<file path="src/rtl/lab3_pkg.sv">
// rtl/lab3_pkg.sv - shared constants and select helper for the digit scan controller
package lab3_pkg;

    localparam int LAB3_NDIG     = 4;
    localparam int LAB3_DIV      = 4;
    localparam int LAB3_MAX_NDIG = 8;

    localparam logic [LAB3_MAX_NDIG-1:0] AN_OFF = '1;

    // Active-low one-hot select, sized for the widest supported display.
    function automatic logic [LAB3_MAX_NDIG-1:0] an_onehot_n(input logic [2:0] idx);
        return ~(LAB3_MAX_NDIG'(1) << idx);
    endfunction

endpackage

</file>
<file path="src/rtl/lab3_tick_gen.sv">
// rtl/lab3_tick_gen.sv - prescaler producing one tick every DIV clock cycles
module lab3_tick_gen #(
    parameter int DIV = 4
) (
    input  logic clk,
    input  logic rst_n,
    output logic tick
);

    localparam int               CNT_W   = $clog2(DIV);
    localparam logic [CNT_W-1:0] CNT_MAX = CNT_W'(DIV - 1);

    logic [CNT_W-1:0] cnt;

    // Explicit compare so non-power-of-2 DIV values wrap correctly.
    assign tick = (cnt == CNT_MAX);

    always_ff @(posedge clk or negedge rst_n) begin
        if (!rst_n) begin
            cnt <= '0;
        end else if (tick) begin
            cnt <= '0;
        end else begin
            cnt <= cnt + CNT_W'(1);
        end
    end

endmodule

</file>
<file path="src/rtl/lab3_digit_scan.sv">
// rtl/lab3_digit_scan.sv - double-buffered 7-segment digit scanner; LAB3_LEADING_ZERO_BLANK_EN enables leading-zero blanking
module lab3_digit_scan
    import lab3_pkg::*;
#(
    parameter int DIV  = LAB3_DIV,
    parameter int NDIG = LAB3_NDIG
) (
    input  logic              clk,
    input  logic              rst_n,
    input  logic              load,
    input  logic [4*NDIG-1:0] value,
    output logic              X3,
    output logic              X2,
    output logic              X1,
    output logic              X0,
    output logic [NDIG-1:0]   an,
    output logic              frame_done
);

    localparam int               IDX_W   = (NDIG > 1) ? $clog2(NDIG) : 1;
    localparam logic [IDX_W-1:0] IDX_MAX = IDX_W'(NDIG - 1);

    logic              tick;
    logic              boundary;
    logic [IDX_W-1:0]  idx;
    logic [4*NDIG-1:0] disp;
    logic [4*NDIG-1:0] pend;
    logic              pv;
    logic [3:0]        nibble;
    logic [3:0]        nibble_q;
    logic [NDIG-1:0]   an_d;
    logic              blank;
`ifdef LAB3_LEADING_ZERO_BLANK_EN
    logic [IDX_W-1:0]  hi;
`endif

    lab3_tick_gen #(
        .DIV   (DIV)
    ) u_tick_gen (
        .clk   (clk),
        .rst_n (rst_n),
        .tick  (tick)
    );

    assign boundary = tick && (idx == IDX_MAX);

    always_ff @(posedge clk or negedge rst_n) begin
        if (!rst_n) begin
            idx <= '0;
        end else if (tick) begin
            idx <= (idx == IDX_MAX) ? '0 : idx + IDX_W'(1);
        end
    end

    // A load coinciding with the boundary bypasses pend so it costs no extra frame.
    always_ff @(posedge clk or negedge rst_n) begin
        if (!rst_n) begin
            disp <= '0;
            pend <= '0;
            pv   <= 1'b0;
        end else begin
            if (load) begin
                pend <= value;
            end
            if (boundary && load) begin
                disp <= value;
                pv   <= 1'b0;
            end else if (boundary && pv) begin
                disp <= pend;
                pv   <= 1'b0;
            end else if (load) begin
                pv   <= 1'b1;
            end
        end
    end

    always_comb begin
        nibble = disp[4*idx +: 4];
        an_d   = NDIG'(an_onehot_n(3'(idx)));
        blank  = 1'b0;
`ifdef LAB3_LEADING_ZERO_BLANK_EN
        hi = '0;
        for (int i = 1; i < NDIG; i++) begin
            if (disp[4*i +: 4] != 4'h0) begin
                hi = IDX_W'(i);
            end
        end
        blank = (idx > hi);
`endif
        if (blank) begin
            an_d = NDIG'(AN_OFF);
        end
    end

    always_ff @(posedge clk or negedge rst_n) begin
        if (!rst_n) begin
            nibble_q   <= 4'h0;
            an         <= NDIG'(AN_OFF);
            frame_done <= 1'b0;
        end else begin
            nibble_q   <= nibble;
            an         <= an_d;
            frame_done <= boundary;
        end
    end

    assign {X3, X2, X1, X0} = nibble_q;

endmodule

</file>
<file path="config.mk">
export PLATFORM = sky130hd
export DESIGN_NAME = lab3_digit_scan
export DESIGN_NICKNAME = d
export VERILOG_FILES = /design/src/rtl/lab3_pkg.sv /design/src/rtl/lab3_tick_gen.sv /design/src/rtl/lab3_digit_scan.sv
export SDC_FILE = /design/constraint.sdc
export NUM_CORES = 1
export LEC_CHECK = 0
export ABC_AREA = 1
export BUFFER_PORTS_ARGS = -buffer_cell sky130_fd_sc_hd__buf_2
export CELL_PAD_IN_SITES_DETAIL_PLACEMENT = 1
export CELL_PAD_IN_SITES_GLOBAL_PLACEMENT = 2
export CORE_MARGIN = 2
export CORE_UTILIZATION = 25
export CTS_BUF_LIST = sky130_fd_sc_hd__clkbuf_8
export DETAILED_ROUTE_END_ITERATION = 10
export PLACE_DENSITY_LB_ADDON = 0.1
export SYNTH_ARGS = -nofsm -noshare
export SYNTH_HDL_FRONTEND = slang
export SYNTH_HIERARCHICAL = 1
export SYNTH_SLANG_ARGS = --single-unit
export TNS_END_PERCENT = 30
</file>
<file path="constraint.sdc">
create_clock -name clk -period 2.6 [get_ports clk]
set_input_delay 0.39 -clock clk [delete_from_list [all_inputs] [get_ports clk]]
set_output_delay 0.39 -clock clk [all_outputs]
set_load 0.1 [all_outputs]
</file>
== Yosys cells after proc, flatten, opt, wreduce, memory -nomap -nowiden ==
Cells that the tools add are included.
Word-level totals
  latch bits: 0
  memory bits (writable): 0
  register bits: 46
  logic and storage cells: 27
  ROM bits: 0
  memories: 0
  output and inout bits: 9
Cells by class
  $add $sub $neg: 2
  order comparisons: 0
  multipliers: 0
  mux-type cells: 7
  div/mod/pow operators: 0
  equal/unequal tests: 2
  shift operators: 2
  bitwise logic cells: 1
  reductions and logical operators: 5
Operators with widths (number)
  two-way mux 16 bit: 2
  variable part select 16 x 5 -> 4 bit: 1
  adder 2 x 1 -> 2 bit, second input constant: 2
  == test 2 bit, second input constant: 2
  two-way mux 2 bit: 2
  inverter 4 bit: 1
  left shift 1 x 2 -> 4 bit, first input constant: 1
  logical AND 1 bit: 3
  two-way mux 1 bit: 3
  nonzero test 3 bit: 1
  nonzero test 2 bit: 1

== Depth between registers and ports, before layout ==
  word-level depth: 5
  gate-level depth with buffers: 7
  mapped depth without buffers: 6

== Cells and area by module ==
The synthesis kept the hierarchy.
By module, submodules not included
  lab3_digit_scan: area an instance 1979.4 µm², instances 1, sequential area each 1106.1 µm², cells each 229
  lab3_tick_gen: area an instance 66.3 µm², instances 1, sequential area each 50.0 µm², cells each 4

== Worst setup path after synthesis ==
Ideal clock, no wire load.
  path type: flip-flop to flip-flop
  start: register idx[0]
  end: register idx[1]
  stages on the path, launching flop included: 6
  data arrival time: 1.211 ns
  required time: 2.469 ns
  slack: 1.257 ns
  cells stage by stage: dfrtp_1 > clkinv_1 > clkbuf_1 > ha_1 > nand2_1 > o21ai_0
On the way
  longest elaborated chain between the ends: 2
  elaborated cells between the ends (all ways): 3
  classes of those cells: 1 x add/sub; 1 x eq/ne; 1 x mux
Ends and longest elaborated chain
  start, declared: line lab3_digit_scan.sv:25  | logic [IDX_W-1:0] idx;
  start signal, assigned: line lab3_digit_scan.sv:51  | idx <= (idx == IDX_MAX) ? '0 : idx + IDX_W'(1);
  adder 2 x 1 -> 2 bit / == test 2 bit (equally long branches): line lab3_digit_scan.sv:51
  two-way mux 2 bit (*): line lab3_digit_scan.sv:51
Mark *: on every way between the ends. The rest lies on a longest branch, timed or not.
A chain may end at the register's enable or synchronous reset.

== Final worst setup path ==
  start: register idx[1]
  end: register disp[15]
On the way
  longest elaborated chain between the ends: 4
  elaborated cells between the ends (all ways): 6
  classes of those cells: 1 x eq/ne; 1 x mux; 4 x reduce/logical
Ends and longest elaborated chain
  == test 2 bit (*): line lab3_digit_scan.sv:45  | assign boundary = tick && (idx == IDX_MAX);
  logical AND 1 bit (*): line lab3_digit_scan.sv:45
  logical AND 1 bit, on equally long branches: line lab3_digit_scan.sv:65, lab3_digit_scan.sv:68
  two-way mux 16 bit / nonzero test 2 bit (equally long branches)
  end signal, assigned: line lab3_digit_scan.sv:66  | disp <= value;
  end signal, assigned: line lab3_digit_scan.sv:69  | disp <= pend;
  end, declared: line lab3_digit_scan.sv:26  | logic [4*NDIG-1:0] disp;
Marks and branches as above.

==> reports/metrics.yaml <==
ys_types: 19
cts_sinks: 46
worstSkewPairLatency_ns: 0.29
p_switching_uw: 384
end_kind: "flop"
hpwl_um: 3250
h-tree-depth: 2
cts-hold-fix-buffers: 0
path_depth: 6
p_clk_frac: 0.402
vias: 1499
post_drt_wl_per_cell_um: 12.1
tritoncts: "yes"
grt_pass1_wl_um: 8040
ios: 28
hp-class: "in -> async"
setup_ws_ns: 0.832
die_y_um: 94.5
post-route-min-period_ns: 1.77
grt_pass1_vias: 1588
vdd_drop_max_v: 0.000239
cts-resized-gates: 0
switching_share: 0.237
max_freq_ghz: 0.566
routed_wl_um: 4420
placed_cell_area_um2: 2290
root_buffer: "clkbuf_8"
track_usage: 0.117
fin_crit_sh: 0.680
final_area_um2: 2430
power.share.sequential: 0.490
numPortBuffers: 27
hold_viol: 0
slowest_delay_ns: 0.51
area_delta_synth_final_pct: 19.0
std_cell_rows: 32
yosysSeqAreaShare: 0.565
grt_max_degree: 26
vias_per_cell: 4.10
gp_congestion: 0.727
synth_nets: 257
drt-pass1-iter-count: 4
syn_inst: 233
arrival_ns: 1.96
cp_cell_sequence: "ha_1 > nand2_2 > nor2_4 > inv_2 > nand2_1 > nand2_1"
combPwrFrac: 0.109
die_w_um: 94.5
antenna_found_initial: 0
crit_path_frequent_cell: "nand2_1"
path_clk_slew_ns: 0.09
start_kind: "flop"
crit_fanout: 17
finalSetupViolations: 0
p_total_uw: 1620
p_leak_uw: 0.00133
reg2reg_depth: 6
path_class: "reg -> reg"
synth_area_leader_cell: "dfrtp_1"
core_region_area_um2: 7850
synth_area_um2: 2050
overflow: 0
cap_violations: 0
cts_buffers: 5
dieArea_um2: 8920
route.detailed.drc: 0
postRouteAntennaNets: 0
nNetsFinal: 287
synth_seq_cells: 46
ys_top_cells_by_area: "dfrtp_1 51%, nand2_1 14%, inv_1 8.4%, o21a_1 5.9%, dfstp_2 5.1%"
tns_ns: 0
p_per_area_nw_per_um2: 665
worst_path_max_delay_cell: "dfrtp_1"
synth_warnings: 6
slew_headroom: 0.652
cp_top_family: "simple AND/OR/NAND/NOR gates"
cts_setup_buffers: 0
hold-worst-slack_ns: 0.0658
worstMarginPinSlew_ns: 0.518
status: "finished clean"
worst_ep_required_time_ns: 2.79
clock_tree.buffer_depth: 2
drive_above_1_share: 0.178
antenna_cells: 0
internal-power_uw: 1240
synth_area_per_cell_um2: 8.78
drv_slew: 0
start_util: 0.261
drt_iter0_markers: 26
fin_skew_ns: 0.00865
synth_top_area_frac: 0.514
rsz0062_at_grt: "no"
pre_cts_slack_ns: 0.734
cp_num_buf_inv: 1
[sequential cells by signal, indices dropped and copies added (netlist names)]
register,cells
pend,16
disp,16
an,4
frame_done,1
u_tick_gen/cnt,2
idx,2
pv,1
nibble_q,4
[through the flow]
stage,cells,utilization
after CTS,366,0.310
after global placement,358,0.292
after floorplan,233,-
after global routing,366,0.310
final,366,0.310
after detailed placement,358,0.292
[worst paths after layout]
check                                        from           endpoint  slack (ns)
worst max-delay path                       idx[1]           disp[15]        0.83
worst min-delay path                        rst_n                 pv        0.07
worst max register to register             idx[1]           disp[15]        0.83
worst min register to register  u_tick_gen/cnt[0]  u_tick_gen/cnt[0]        0.43
max in group asynchronous                   rst_n            disp[7]        2.24
min in group clk                         value[6]            pend[6]        0.41
[layout make-up]
| cell class | instances | area [um2] |
|---|---|---|
| fillers | 970 | 5410 |
| flip-flops and latches | 46 | 1160 |
| multi-input cells | 131 | 663 |
| inverters | 48 | 180 |
| repair buffers | 31 | 165 |
| well taps | 102 | 128 |
| clock buffers | 6 | 82.6 |
| clock inverters | 2 | 60.1 |
[synthesized netlist by cell type]
cell type / number
inv_1: 46
nand2_1: 77
buf_4: 1
buf_6: 1
ha_1: 5
nand3_1: 18
o211ai_1: 8
o21ai_0: 2
clkbuf_1: 2
nor2_1: 2
nor2_2: 1
o21a_1: 16
nor2_4: 1
clkinv_1: 1
inv_2: 1
dfrtp_1: 42
nand2_2: 1
dfstp_2: 4
buf_2: 4
[layout by cell type (no fill, tap or decap)]
cell type  instances
dfrtp_1           42
inv_1             46
inv_2              1
o211ai_1           8
ha_1               5
bufinv_16          2
nand2_1           77
nor2_2             1
nand2_2            1
clkbuf_8           6
clkinv_1           1
nand3_1           18
buf_4              4
dfstp_2            4
o21a_1            16
o21ai_0            2
nor2_1             2
nor2_4             1
buf_2             27
[logic make-up after synthesis]
group           share of synthesized area
simple gates                        0.201
buf+inv                             0.111
flops                               0.565
compound gates                     0.0930
fa+ha+maj                          0.0306
[power groups by stage]
stage               Sequential (uW)  Combinational [uW]  Clock, uW
floorplan                       841                84.9          0
global placement                807                 178          0
detailed placement              808                 182          0
CTS                             794                 182        682
global route                    800                 205        709
finish                          793                 176        650
[per-layer routing]
metal / routed length [um] / vias up / GRT usage
li1: - / 760 / -
met1: 2250 / 714 / 0.158
met2: 1990 / 20 / 0.189
met3: 135 / 5 / 0.0287
met4: 51 / 0 / 0.0326
met5: 0 / - / 0
Note: power is estimated with default switching activity, not from simulation.
